[config.mk]
export PLATFORM = sky130hd
export DESIGN_NAME = reg_scoreboard_flat
export DESIGN_NICKNAME = d
export VERILOG_FILES = /design/src/rtl/reg_scoreboard_pkg.sv /design/src/rtl/reg_scoreboard_if.sv /design/src/rtl/reg_addr_eq.sv /design/src/rtl/reg_scoreboard.sv /design/src/flat_wrapper.sv
export SDC_FILE = /design/constraint.sdc
export NUM_CORES = 1
export LEC_CHECK = 0
export CORE_MARGIN = 2
export CORE_UTILIZATION = 50
export CTS_CLUSTER_SIZE = 14
export DETAILED_ROUTE_END_ITERATION = 10
export GPL_TIMING_DRIVEN = 0
export PLACE_DENSITY = 0.68
export SETUP_SLACK_MARGIN = 0.2
export SYNTH_ARGS = -nofsm -noshare
export SYNTH_HDL_FRONTEND = slang
export SYNTH_HIERARCHICAL = 1
export SYNTH_SLANG_ARGS = --single-unit
export TNS_END_PERCENT = 5
[constraint.sdc]
create_clock -name clock -period 5.6 [get_ports clock]
set_input_delay 0.84 -clock clock [delete_from_list [all_inputs] [get_ports clock]]
set_output_delay 0.84 -clock clock [all_outputs]
set_load 0.005 [all_outputs]
[src/rtl/reg_scoreboard_pkg.sv]
// Shared constants and types for the register scoreboard.
package reg_scoreboard_pkg;

  localparam int NREGS      = 32;
  localparam int REG_ADDR_W = 5;
  localparam int CNT_W      = 2;
  localparam int TOTAL_W    = 6;

  typedef logic [REG_ADDR_W-1:0] reg_addr_t;

  // Register 0 never has pending writes and is never tracked.
  localparam reg_addr_t ZERO_REG = '0;

endpackage

[src/rtl/reg_scoreboard_if.sv]
// Issue/writeback bus between the pipeline front end and the scoreboard.
interface reg_scoreboard_if;
  import reg_scoreboard_pkg::*;

  logic               issue_valid;
  logic               issue_we;
  reg_addr_t          issue_rd;
  reg_addr_t          issue_rs1;
  reg_addr_t          issue_rs2;
  logic               wb_valid;
  reg_addr_t          wb_rd;
  logic               stall;
  logic               busy_rs1;
  logic               busy_rs2;
  logic               issue_fire;
  logic [TOTAL_W-1:0] pending_total;
  logic               wb_err;

  modport master (
    output issue_valid, issue_we, issue_rd, issue_rs1, issue_rs2, wb_valid, wb_rd,
    input  stall, busy_rs1, busy_rs2, issue_fire, pending_total, wb_err
  );

  modport slave (
    input  issue_valid, issue_we, issue_rd, issue_rs1, issue_rs2, wb_valid, wb_rd,
    output stall, busy_rs1, busy_rs2, issue_fire, pending_total, wb_err
  );

endinterface

[src/rtl/reg_addr_eq.sv]
// Register address match that never reports a hit on register 0.
module reg_addr_eq
  import reg_scoreboard_pkg::*;
(
  input  reg_addr_t a,
  input  reg_addr_t b,
  output logic      eq
);

  assign eq = (a == b) && (a != ZERO_REG);

endmodule

[src/rtl/reg_scoreboard.sv]
// Per-register pending-write counters with issue stall and writeback bypass.
module reg_scoreboard
  import reg_scoreboard_pkg::*;
#(
  parameter int NREGS = reg_scoreboard_pkg::NREGS,
  parameter int CNT_W = reg_scoreboard_pkg::CNT_W
) (
  input  logic             clock,
  input  logic             reset,
  reg_scoreboard_if.slave  bus
);

  logic [CNT_W-1:0]   cnt_reg [NREGS];
  logic [TOTAL_W-1:0] pending_total_reg;
  logic               wb_err_reg;

  logic [CNT_W-1:0] cnt_rs1, cnt_rs2, cnt_rd, cnt_wb;
  logic             rs1_wb_eq, rs2_wb_eq, rd_wb_eq;
  logic             busy_rs1, busy_rs2, rd_full, stall, fire;
  logic             inc_en, dec_en, err_set;
  logic [NREGS-1:1] inc_hit, dec_hit;

  reg_addr_eq u_rs1_eq (.a(bus.issue_rs1), .b(bus.wb_rd), .eq(rs1_wb_eq));
  reg_addr_eq u_rs2_eq (.a(bus.issue_rs2), .b(bus.wb_rd), .eq(rs2_wb_eq));
  reg_addr_eq u_rd_eq  (.a(bus.issue_rd),  .b(bus.wb_rd), .eq(rd_wb_eq));

  assign cnt_rs1 = cnt_reg[bus.issue_rs1];
  assign cnt_rs2 = cnt_reg[bus.issue_rs2];
  assign cnt_rd  = cnt_reg[bus.issue_rd];
  assign cnt_wb  = cnt_reg[bus.wb_rd];

  // A source whose last outstanding write retires this cycle is treated as ready.
  assign busy_rs1 = (bus.issue_rs1 != ZERO_REG) && (cnt_rs1 != '0) &&
                    !(bus.wb_valid && rs1_wb_eq && (cnt_rs1 == CNT_W'(1)));
  assign busy_rs2 = (bus.issue_rs2 != ZERO_REG) && (cnt_rs2 != '0) &&
                    !(bus.wb_valid && rs2_wb_eq && (cnt_rs2 == CNT_W'(1)));

  // A saturated destination counter may still accept a write if one retires now.
  assign rd_full = bus.issue_we && (bus.issue_rd != ZERO_REG) && (cnt_rd == '1) &&
                   !(bus.wb_valid && rd_wb_eq);

  assign stall = bus.issue_valid && (busy_rs1 || busy_rs2 || rd_full);
  assign fire  = bus.issue_valid && !stall;

  assign inc_en  = fire && bus.issue_we && (bus.issue_rd != ZERO_REG);
  assign dec_en  = bus.wb_valid && (bus.wb_rd != ZERO_REG) && (cnt_wb != '0);
  assign err_set = bus.wb_valid && (bus.wb_rd != ZERO_REG) && (cnt_wb == '0);

  // Decode the increment/decrement targets into one-hot per-register strobes.
  genvar gi;
  generate
    for (gi = 1; gi < NREGS; gi++) begin : g_sel
      assign inc_hit[gi] = inc_en && (bus.issue_rd == REG_ADDR_W'(gi));
      assign dec_hit[gi] = dec_en && (bus.wb_rd == REG_ADDR_W'(gi));
    end
  endgenerate

  // Counter array, running total and sticky error flag.
  always_ff @(posedge clock) begin
    if (reset) begin
      for (int i = 0; i < NREGS; i++) cnt_reg[i] <= '0;
      pending_total_reg <= '0;
      wb_err_reg        <= 1'b0;
    end else begin
      cnt_reg[0] <= '0;
      for (int i = 1; i < NREGS; i++) begin
        if (inc_hit[i] && !dec_hit[i])
          cnt_reg[i] <= cnt_reg[i] + CNT_W'(1);
        else if (dec_hit[i] && !inc_hit[i])
          cnt_reg[i] <= cnt_reg[i] - CNT_W'(1);
      end
      pending_total_reg <= pending_total_reg + TOTAL_W'(inc_en) - TOTAL_W'(dec_en);
      if (err_set) wb_err_reg <= 1'b1;
    end
  end

  assign bus.stall         = stall;
  assign bus.busy_rs1      = busy_rs1;
  assign bus.busy_rs2      = busy_rs2;
  assign bus.issue_fire    = fire;
  assign bus.pending_total = pending_total_reg;
  assign bus.wb_err        = wb_err_reg;

endmodule
[src/flat_wrapper.sv]
// flat-port wrapper written by rule: the top's interface ports become plain ports
module reg_scoreboard_flat import reg_scoreboard_pkg::*;
#(
  parameter int NREGS = reg_scoreboard_pkg::NREGS,
  parameter int CNT_W = reg_scoreboard_pkg::CNT_W
)
  (clock, reset, bus_issue_valid, bus_issue_we, bus_issue_rd, bus_issue_rs1, bus_issue_rs2, bus_wb_valid, bus_wb_rd, bus_stall, bus_busy_rs1, bus_busy_rs2, bus_issue_fire, bus_pending_total, bus_wb_err);
  reg_scoreboard_if bus_i ();
  input  logic clock;
  input  logic reset;
  input wire logic [$bits(bus_i.issue_valid)-1:0] bus_issue_valid;
  input wire logic [$bits(bus_i.issue_we)-1:0] bus_issue_we;
  input wire logic [$bits(bus_i.issue_rd)-1:0] bus_issue_rd;
  input wire logic [$bits(bus_i.issue_rs1)-1:0] bus_issue_rs1;
  input wire logic [$bits(bus_i.issue_rs2)-1:0] bus_issue_rs2;
  input wire logic [$bits(bus_i.wb_valid)-1:0] bus_wb_valid;
  input wire logic [$bits(bus_i.wb_rd)-1:0] bus_wb_rd;
  output wire logic [$bits(bus_i.stall)-1:0] bus_stall;
  output wire logic [$bits(bus_i.busy_rs1)-1:0] bus_busy_rs1;
  output wire logic [$bits(bus_i.busy_rs2)-1:0] bus_busy_rs2;
  output wire logic [$bits(bus_i.issue_fire)-1:0] bus_issue_fire;
  output wire logic [$bits(bus_i.pending_total)-1:0] bus_pending_total;
  output wire logic [$bits(bus_i.wb_err)-1:0] bus_wb_err;
  assign bus_i.issue_valid = bus_issue_valid;
  assign bus_i.issue_we = bus_issue_we;
  assign bus_i.issue_rd = bus_issue_rd;
  assign bus_i.issue_rs1 = bus_issue_rs1;
  assign bus_i.issue_rs2 = bus_issue_rs2;
  assign bus_i.wb_valid = bus_wb_valid;
  assign bus_i.wb_rd = bus_wb_rd;
  assign bus_stall = bus_i.stall;
  assign bus_busy_rs1 = bus_i.busy_rs1;
  assign bus_busy_rs2 = bus_i.busy_rs2;
  assign bus_issue_fire = bus_i.issue_fire;
  assign bus_pending_total = bus_i.pending_total;
  assign bus_wb_err = bus_i.wb_err;
  reg_scoreboard #(.NREGS(NREGS), .CNT_W(CNT_W)) u_core (.clock(clock), .reset(reset), .bus(bus_i));
endmodule
# Word-level counts from Yosys, hierarchy flattened
# Memories as Yosys holds them, arrays and structs flattened.
# Cells that the tools add are included.
# totals
register_bits	7
ramBits	64
word_cells	703
memories	1
# op_classes
reduce_logical	222
muxes	283
bitwise	63
n_eq_ne	68
addsub	64
# memory_table
name	depth	width	rd	rd_ports_with_merged_regs	write_ports	line_no	source
u_core.cnt_reg	32	2	35	0	32	reg_scoreboard.sv:13	logic [CNT_W-1:0] cnt_reg [NREGS];
# ops
operator	n
1-bit two-way mux	220
5-bit == test (second input constant)	32
1-bit logical AND	146
2-bit two-way mux	63
5-bit by 4-bit == test with 1-bit output (second input constant)	16
1-bit zero test	66
1-bit OR	63
2-bit by 1-bit adder with 2-bit output (second input constant)	31
2-bit by 1-bit subtractor with 2-bit output (second input constant)	31
5-bit by 3-bit == test with 1-bit output (second input constant)	8
5-bit by 2-bit == test with 1-bit output (second input constant)	4
5-bit nonzero test	4
5-bit == test	3
5-bit by 1-bit == test with 1-bit output (second input constant)	2
6-bit by 1-bit adder with 6-bit output	1
2-bit nonzero test	3
6-bit by 1-bit subtractor with 6-bit output	1
2-bit by 1-bit == test with 1-bit output (second input constant)	2
2-bit == test (second input constant)	1
2-bit zero test	1
1-bit logical OR	2

# Depth between registers and ports, before layout
# Gate-level depths: netlist (run 1).
# depth
word_depth	21
mapped_depth	23
mapped_depth_nobuf	21

# By module
# Netlist (run 1), hierarchy kept.
# by_module_without_submodules
module	instances	area_per_inst_um2	cells_each	seq_area_each_um2
reg_scoreboard	1	6970.4	760	2001.9
reg_addr_eq	3	70.1	9	0.0

# Least setup slack after synthesis (run 1)
# No wires, ideal clock.
# synth_path
path_kind	input -> register
from	input bus_issue_rs2[0]
to	register u_core.pending_total_reg[4], in the netlist u_core/bus.pending_total[4]
n_path_buf	3
arrival_time_ps	4277
path_stages	21
setup_ps	128
path_slack_ps	1195
path_cell_list	buf_6 -> buf_6 -> mux2_2 -> a221o_1 -> and4_1 -> o21a_1 -> nor2_1 -> clkbuf_1 -> inv_1 -> nor2_1 -> o2111ai_1 -> ha_1 -> inv_1 -> ha_1 -> inv_1 -> fa_1 -> inv_1 -> a21o_1 -> a21oi_1 -> xor2_1 -> nor2_1
# synth_between
elab_chain_len	15
# synth_lines
element	line_no	source
start: declaration	flat_wrapper.sv:15	input wire logic [$bits(bus_i.issue_rs2)-1:0] bus_issue_rs2;
branches (longest 5 deep; another with memory 32 x 2 bit)	-	
1-bit logical AND (*)	reg_scoreboard.sv:35	assign busy_rs2 = (bus.issue_rs2 != ZERO_REG) && (cnt_rs2 != '0) &&
via bus_busy_rs2	flat_wrapper.sv:20	output wire logic [$bits(bus_i.busy_rs2)-1:0] bus_busy_rs2;
1-bit logical OR (*) (2 in a row)	reg_scoreboard.sv:42	assign stall = bus.issue_valid && (busy_rs1 || busy_rs2 || rd_full);
1-bit logical AND (*)	reg_scoreboard.sv:42	
1-bit zero test (*)	reg_scoreboard.sv:43	assign fire = bus.issue_valid && !stall;
1-bit logical AND (*)	reg_scoreboard.sv:43	
1-bit logical AND (*) (2 in a row)	reg_scoreboard.sv:45	assign inc_en = fire && bus.issue_we && (bus.issue_rd != ZERO_REG);
6-bit by 1-bit adder with 6-bit output (*)	reg_scoreboard.sv:72	pending_total_reg <= pending_total_reg + TOTAL_W'(inc_en) - TOTAL_W'(dec_en);
6-bit by 1-bit subtractor with 6-bit output (*)	reg_scoreboard.sv:72	
end signal: assignment	reg_scoreboard.sv:72	
end: declaration	reg_scoreboard.sv:14	logic [TOTAL_W-1:0] pending_total_reg;
# Mark *: on every way through the listed nets, which the timed path passes.
# A chain may end at the register's enable or synchronous reset.

# Final worst setup path (run 1)
# layout_path
from	input bus_issue_rd[1]
to	output bus_issue_fire
# layout_between
elab_chain_len	9
# layout_lines
element	line_no	source
start: declaration	flat_wrapper.sv:13	input wire logic [$bits(bus_i.issue_rd)-1:0] bus_issue_rd;
branches (longest 4 deep; another with memory 32 x 2 bit)	-	
1-bit logical AND (*)	reg_scoreboard.sv:39	assign rd_full = bus.issue_we && (bus.issue_rd != ZERO_REG) && (cnt_rd == '1) &&
1-bit logical OR (*)	reg_scoreboard.sv:42	
1-bit logical AND (*)	reg_scoreboard.sv:42	
1-bit zero test (*)	reg_scoreboard.sv:43	
1-bit logical AND (*)	reg_scoreboard.sv:43	
end: declaration	flat_wrapper.sv:21	output wire logic [$bits(bus_i.issue_fire)-1:0] bus_issue_fire;
# Mark *: on every way between the ends.

==> qor.csv, run 1 <==
stage,metric,value,unit
place,routabilityCongestion,1.011,
place,place_ws,-0.3398,ns
clocking,cts.sink_count,69,
logic_synthesis,yosysWarnings,6,
logic_synthesis,ys_types,68,
critical_path,startpoint_type,input port,
sta,finalMaxSlewViolations,0,
critical_path,slowest_delay,0.54,ns
floorplanning,row_count,43,
sta,rsz0062_at_grt,yes,
logic_synthesis,ys_seq_area_frac,0.2788,
floorplanning,die_area,0.01534,sq mm
power,p_sw_frac,0.3437,
sta,setup_tns,0,ns
place,dp_hpwl,21250,um
logic_synthesis,ys_seq_elements,69,
run,drv_cap,0,
global_routing,grtUsageTotal,0.3803,
routing,drt-initial-drc-count,1139,
sta,setup_violations,0,
floorplanning,die_h,123.8,um
sta,postLayoutSetupSlackWorst,0.3131,ns
sta,finalClockSkew,0.008848,ns
power,p_seq_frac,0.350,
critical_path,critPathRequiredTime,4.76,ns
global_routing,grt-ovfl-total,0,
power,pwr-share-comb,0.328,
logic_synthesis,synth_nets,819,
sta,timing.final.crit_share,0.9441,
power,p_int,1.274,mW
logic_synthesis,synthFlopType,edfxtp_1,
clocking,cts.clk_slew.worst_paths,0.06,ns
clocking,clock_path_buffers,2,
routing,wl_per_cell,27.90,um
logic_synthesis,postSynthAreaPerCell,9.124,sq um
power,clkPwrFrac,0.321,
critical_path,crit_fanout,10,
floorplanning,io-pin-count,36,
power,power_switching,0.6674,mW
clocking,cts-buffers-inserted,9,
routing,drc,0,
clocking,h-tree-depth,3,
sta,max_freq,0.1891,GHz
logic_synthesis,synth.top_cell.area_share,0.2593,
routing,first_pass_iters,6,
final_layout,nNetsFinal,862,
critical_path,crit_arrival,4.45,ns
logic_synthesis,syn-cell-area,0.007181,sq mm
floorplanning,die_w,123.8,um
routing,via_per_inst,7.277,
global_routing,grt_pass1_vias,7063,
outcome,status,finished clean,
clocking,insertion_delay,0.35,ns
final_layout,diodes,0,
logic_synthesis,synth_commonest_cells,"nand3_1 (87), nor2_1 (67), edfxtp_1 (62), clkbuf_1 (41), mux4_2 (41)",
global_routing,grt_pass1_wl,42240,um
final_layout,drive_gt1_frac,0.1713,
critical_path,path_delay_family,buffers and inverters,
clocking,tritoncts,done,
logic_synthesis,synth_top_cell_by_area,edfxtp_1,
critical_path,slowest_stage,clkdlybuf4s50_1,
clocking,root_buffer,clkbuf_16,
critical_path,path_cells,clkdlybuf4s50_1 > clkbuf_2 > clkbuf_4 > mux4_2 > a22oi_1 > a21oi_1 > a32oi_1 > and4_1 > clkbuf_2 > buf_4 > clkbuf_4 > and3_1 > clkdlybuf4s50_1,
final_layout,largest_register_ffs,62,
logic_synthesis,netlist_instances,787,
power,vdd_drop_max,0.0002454,V
global_routing,grt_max_degree,13,
logic_synthesis,synth.area.top_cells,"edfxtp_1 (26%), mux4_2 (13%), nand3_1 (6.1%)",
critical_path,path_buf_inv,7,
logic_synthesis,async_reset_ff_frac,0,
place,numPortBuffers,32,
floorplanning,initial_core_util,0.5153,
hold_path,min-delay-path-class,flop to flop,
critical_path,worst_setup_path_end_kind,primary output,
sta,slew_headroom,0.06599,
sta,min_period,5.287,ns
critical_path,crit_type,input port to primary output,
routing,routed_wl,28320,um
routing,drt.antenna.violating_nets,0,
floorplanning,core_area,0.01393,sq mm
power,p_leak,2.814,nW
logic_synthesis,yosysMostFrequentCell,nand3_1,
routing,routed-via-count,7386,
sta,hold_viol,0,
power,p_per_area,238.3,mW/mm^2
logic_synthesis,synth-edff-count,62,
final_layout,areaGrowthSynthToFinish,13.47,%
sta,tightest_slew,1.392,ns
global_routing,antenna_found_initial,0,
==> per-stage QoR <==
step	util	instance area [sq um]	cells	hold WS, ns	power [mW]
floorplan	-	7181	787	0.4642	1.064
global placement	0.5545	7726	999	0.4483	1.278
detailed placement	0.5545	7726	999	0.4644	1.292
CTS	0.5806	8090	1015	0.4788	1.926
global route	0.5847	8148	1015	0.4836	2.018
finish	0.5847	8148	1015	0.4760	1.941
==> power groups by stage <==
stage	Combinational (mW)	Sequential, mW	Clock (mW)
2_1_floorplan	0.406	0.659	0
5_1_grt	0.681	0.683	0.654
6_report	0.638	0.680	0.624
4_1_cts	0.616	0.676	0.634
3_3_place_gp	0.596	0.682	0
3_5_place_dp	0.606	0.686	0
==> cell usage in the layout (no fill, tap or decap), types with 10 or more instances in the layout <==
| cell | count |
|---|---|
| inv_1 | 15 |
| o21ai_0 | 17 |
| clkbuf_16 | 11 |
| mux2_2 | 20 |
| mux4_2 | 41 |
| a211o_1 | 10 |
| clkbuf_2 | 12 |
| a21oi_1 | 28 |
| a211oi_1 | 23 |
| nor4_1 | 12 |
| nor2_1 | 66 |
| edfxtp_1 | 62 |
| a21o_1 | 27 |
| nand2_1 | 40 |
| clkdlybuf4s50_1 | 28 |
| xnor2_1 | 31 |
| xor2_1 | 17 |
| nor3_1 | 14 |
| nor2b_1 | 13 |
| and2_1 | 15 |
| buf_2 | 13 |
| nand3_1 | 87 |
| clkbuf_1 | 27 |
| nand4_1 | 24 |
| and3_1 | 12 |
==> metal layers <==
layer | track usage | wire [um]
met1 | 0.5177 | 11370
met2 | 0.5649 | 12400
met3 | 0.1021 | 3459
met4 | 0.1733 | 1091
met5 | 0 | 0
==> cells by family after synthesis <==
family,Yosys count,share of synthesized area
xor+xnor,48,0.05855
simple gates,339,0.2553
compound gates,171,0.1723
fa+ha+maj,7,0.01324
buf+inv,84,0.05071
mux,69,0.1711
flops,69,0.2788
==> worst register-to-register path, stage by stage, from the launching register on <==
cell       delay (ns)
edfxtp_1         0.55
mux4_2           0.54
a211oi_2         0.29
o21ai_1          0.12
and3_1           0.20
buf_2            0.20
nor2_4           0.20
clkbuf_2         0.29
inv_1            0.10
nor2_1           0.17
o2111ai_1        0.16
ha_1             0.31
inv_1            0.04
ha_1             0.18
inv_1            0.07
fa_1             0.20
inv_1            0.05
a21o_1           0.17
a21oi_1          0.18
xor2_1           0.17
nor2_1           0.05
==> final cells by class <==
type / count / area (sq um)
clock inverter: 2 / 17.52
buffer: 69 / 354.1
multi-input combinational: 634 / 4846
sequential: 69 / 2002
inverter: 15 / 56.30
tap: 180 / 225.2
clock buffer: 14 / 316.6
timing repair buffer: 32 / 330.3
fill: 1225 / 5787
==> path summary, 6_finish.rpt <==
kind	start	end	slack, ns	cells past startpoint
worst max-delay path	bus_issue_rd[1]	bus_issue_fire	0.31	13
worst min-delay path	u_core/bus.wb_err$_SDFFE_PP0P_	u_core/bus.wb_err$_SDFFE_PP0P_	0.48	1
worst max register to register	u_core/cnt_reg[26][0]$_SDFFCE_PP0P_	u_core/bus.pending_total[4]$_SDFF_PP0_	1.21	20
worst min register to register	u_core/bus.wb_err$_SDFFE_PP0P_	u_core/bus.wb_err$_SDFFE_PP0P_	0.48	1
==> timing repair <==
item,CTS,global route
gates resized for setup,16,31
setup endpoints to repair,4,7
hold buffers,0,0
buffers inserted,0,0
pin swaps,0,1
Power figures use the tool's default switching activity.
==> inputs of run 2 (changes only) <==
Clock period 5.6 ns to 6.8 ns, I/O delays scaled along.
==> run 2 against run 1 <==
  * Sequential share of layout area grew 0.27 points
  * Sequential power fell by 18%
  * Non-clock buffer count did not move
  * Clock power down 18%
  * Global-route usage is essentially flat
  * Critical path depth unchanged
  * Power is 18% lower
  * Combinational power decreased by 19%
  * Register-to-register slack improved by 0.71 ns
  * Highest routed layer unchanged
==> qor.csv, run 2 (synthesis results as in run 1) <==
stage,metric,value,unit
critical_path,crit_top_cell,clkbuf_1,
floorplanning,die_w,123.8,um
routing,drt.antenna.violating_nets,0,
critical_path,crit_arrival,5.40,ns
place,dp_hpwl,21250,um
routing,wl_per_cell,27.86,um
final_layout,diodes,0,
routing,via_per_inst,7.340,
clocking,clock_path_buffers,2,
clocking,root_buffer,clkbuf_16,
final_layout,layout_common_cells,"nand3_1 (87), nor2_1 (67), edfxtp_1 (62), clkbuf_1 (41), mux4_2 (41)",
routing,drt-initial-drc-count,1215,
place,place_area,0.007726,sq mm
clocking,cts-buffers-inserted,9,
sta,hold_viol,0,
hold_path,holdPathStages,1,
floorplanning,io-pin-count,36,
final_layout,final_area,0.008060,sq mm
critical_path,path_cells,clkdlybuf4s50_1 > clkbuf_1 > clkbuf_1 > mux4_2 > a22oi_1 > a21oi_1 > a32oi_1 > and4_1 > clkbuf_1 > buf_2 > buf_2 > and3_1 > clkdlybuf4s50_1,
clocking,cts_setup_buffers,0,
place,placed_cells,999,
clocking,cts.sink_count,69,
routing,routed_wl,28280,um
global_routing,grt_max_degree,13,
sta,finalClockSkew,0.008300,ns
place,place_ws,0.5409,ns
critical_path,critPathRequiredTime,5.78,ns
floorplanning,die_h,123.8,um
sta,setup_violations,0,
sta,rsz0062_at_grt,no,
critical_path,crit_fanout,10,
floorplanning,initial_core_util,0.5153,
sta,max_freq,0.1558,GHz
sta,slew_headroom,0.1196,
critical_path,worst_setup_path_end_kind,primary output,
final_layout,fin_cells,1015,
sta,finalMaxSlewViolations,0,
critical_path,reg2reg_depth,20,
final_layout,largest_register_ffs,62,
place,numPortBuffers,32,
sta,min_period,6.417,ns
global_routing,grt_pass1_wl,42210,um
sta,postLayoutSetupSlackWorst,0.3833,ns
power,p_leak,2.719,nW
critical_path,path_delay_family,buffers and inverters,
global_routing,grtUsageTotal,0.3805,
floorplanning,row_count,43,
clocking,cts.clk_slew.worst_paths,0.06,ns
global_routing,grt_pass1_vias,7055,
run,drv_cap,0,
critical_path,cp.depth,13,
global_routing,grt-ovfl-total,0,
place,routabilityCongestion,1.011,
clocking,insertion_delay,0.35,ns
final_layout,layout_commonest_cell,nand3_1,
critical_path,crit_type,input port to primary output,
routing,first_pass_iters,6,
floorplanning,die_area,0.01534,sq mm
power,p_per_area,197.2,mW/mm^2
floorplanning,core_area,0.01393,sq mm
sta,tightest_slew,1.312,ns
critical_path,path_buf_inv,7,
power,vdd_drop_max,0.0002025,V
final_layout,nNetsFinal,862,
clocking,cts_repair_resize_count,0,
clocking,cts_hold_buf,0,
final_layout,final_util,0.5784,
critical_path,slowest_delay,0.56,ns
outcome,status,finished clean,
clocking,tritoncts,done,
routing,drc,0,
global_routing,antenna_found_initial,0,
critical_path,startpoint_type,input port,
routing,routed-via-count,7450,
sta,setup_tns,0,ns
final_layout,areaGrowthSynthToFinish,12.25,%
final_layout,drive_gt1_frac,0.1425,
sta,timing.final.crit_share,0.9436,
critical_path,slowest_stage,clkbuf_1,
clocking,h-tree-depth,3,
hold_path,min-delay-path-class,flop to flop,
[run 2: cell types whose count changed in the layout (fill, tap and decap cells not counted), moves of 3 or more]
cell             delta
a211oi_1            +3
a211oi_2            -3
buf_1               +3
clkbuf_1           +14
clkbuf_2           -12
clkbuf_4            -3
clkdlybuf4s50_1     +4
dlymetal6s2s_1      -4
[run 2: metrics by stage]
| stage | total power [mW] | hold WS, ns |
|---|---|---|
| detailed placement | 1.064 | 0.4644 |
| global placement | 1.053 | 0.4483 |
| global route | 1.652 | 0.4836 |
| finish | 1.590 | 0.4765 |
| CTS | 1.582 | 0.4788 |
| floorplan | 0.8766 | 0.4642 |
[run 2: path summary, 6_finish.rpt]
check / slack [ns] / to / from
hold reg to reg: 0.48 / u_core/bus.wb_err$_SDFFE_PP0P_ / u_core/bus.wb_err$_SDFFE_PP0P_
setup reg to reg: 1.92 / u_core/bus.pending_total[4]$_SDFF_PP0_ / u_core/cnt_reg[26][0]$_SDFFCE_PP0P_
setup / recovery: 0.38 / bus_issue_fire / bus_issue_rd[1]
hold / removal: 0.48 / u_core/bus.wb_err$_SDFFE_PP0P_ / u_core/bus.wb_err$_SDFFE_PP0P_
[run 2: final cells by class]
| cell class | instances | area, sq um |
|---|---|---|
| multi-input cells | 634 | 4815 |
| clock inverters | 2 | 17.52 |
| plain buffers | 69 | 307.8 |
| flip-flops and latches | 69 | 2002 |
| clock buffers | 14 | 316.6 |
| well taps | 180 | 225.2 |
| inverters | 15 | 56.30 |
| repair buffers | 32 | 320.3 |
| fillers | 1238 | 5874 |
[run 2: per-layer routing]
metal	share of wire	wire length [um]	track usage	vias to the layer above
met5	0	0	0	-
met4	0.038	1076	0.1697	0
met3	0.13	3633	0.1021	94
met2	0.44	12440	0.5670	570
met1	0.39	11130	0.5179	3632
li1	-	-	-	3154
[run 2: worst reg2reg max path: cells and delay by family, from the launching register on]
kind	cells	cell delay, ns
DFF	1	0.55
and+or+nand+nor	4	0.81
muxes	1	0.52
xor gates and xnor gates	1	0.17
adders and majority gates	3	0.69
AOI/OAI and AO/OA	5	1.03
buffers and inverters	6	0.97
[run 2: power by group]
part           internal (mW)  switching (mW)
clock network          0.323           0.190
registers              0.502          0.0578
logic                  0.217           0.299
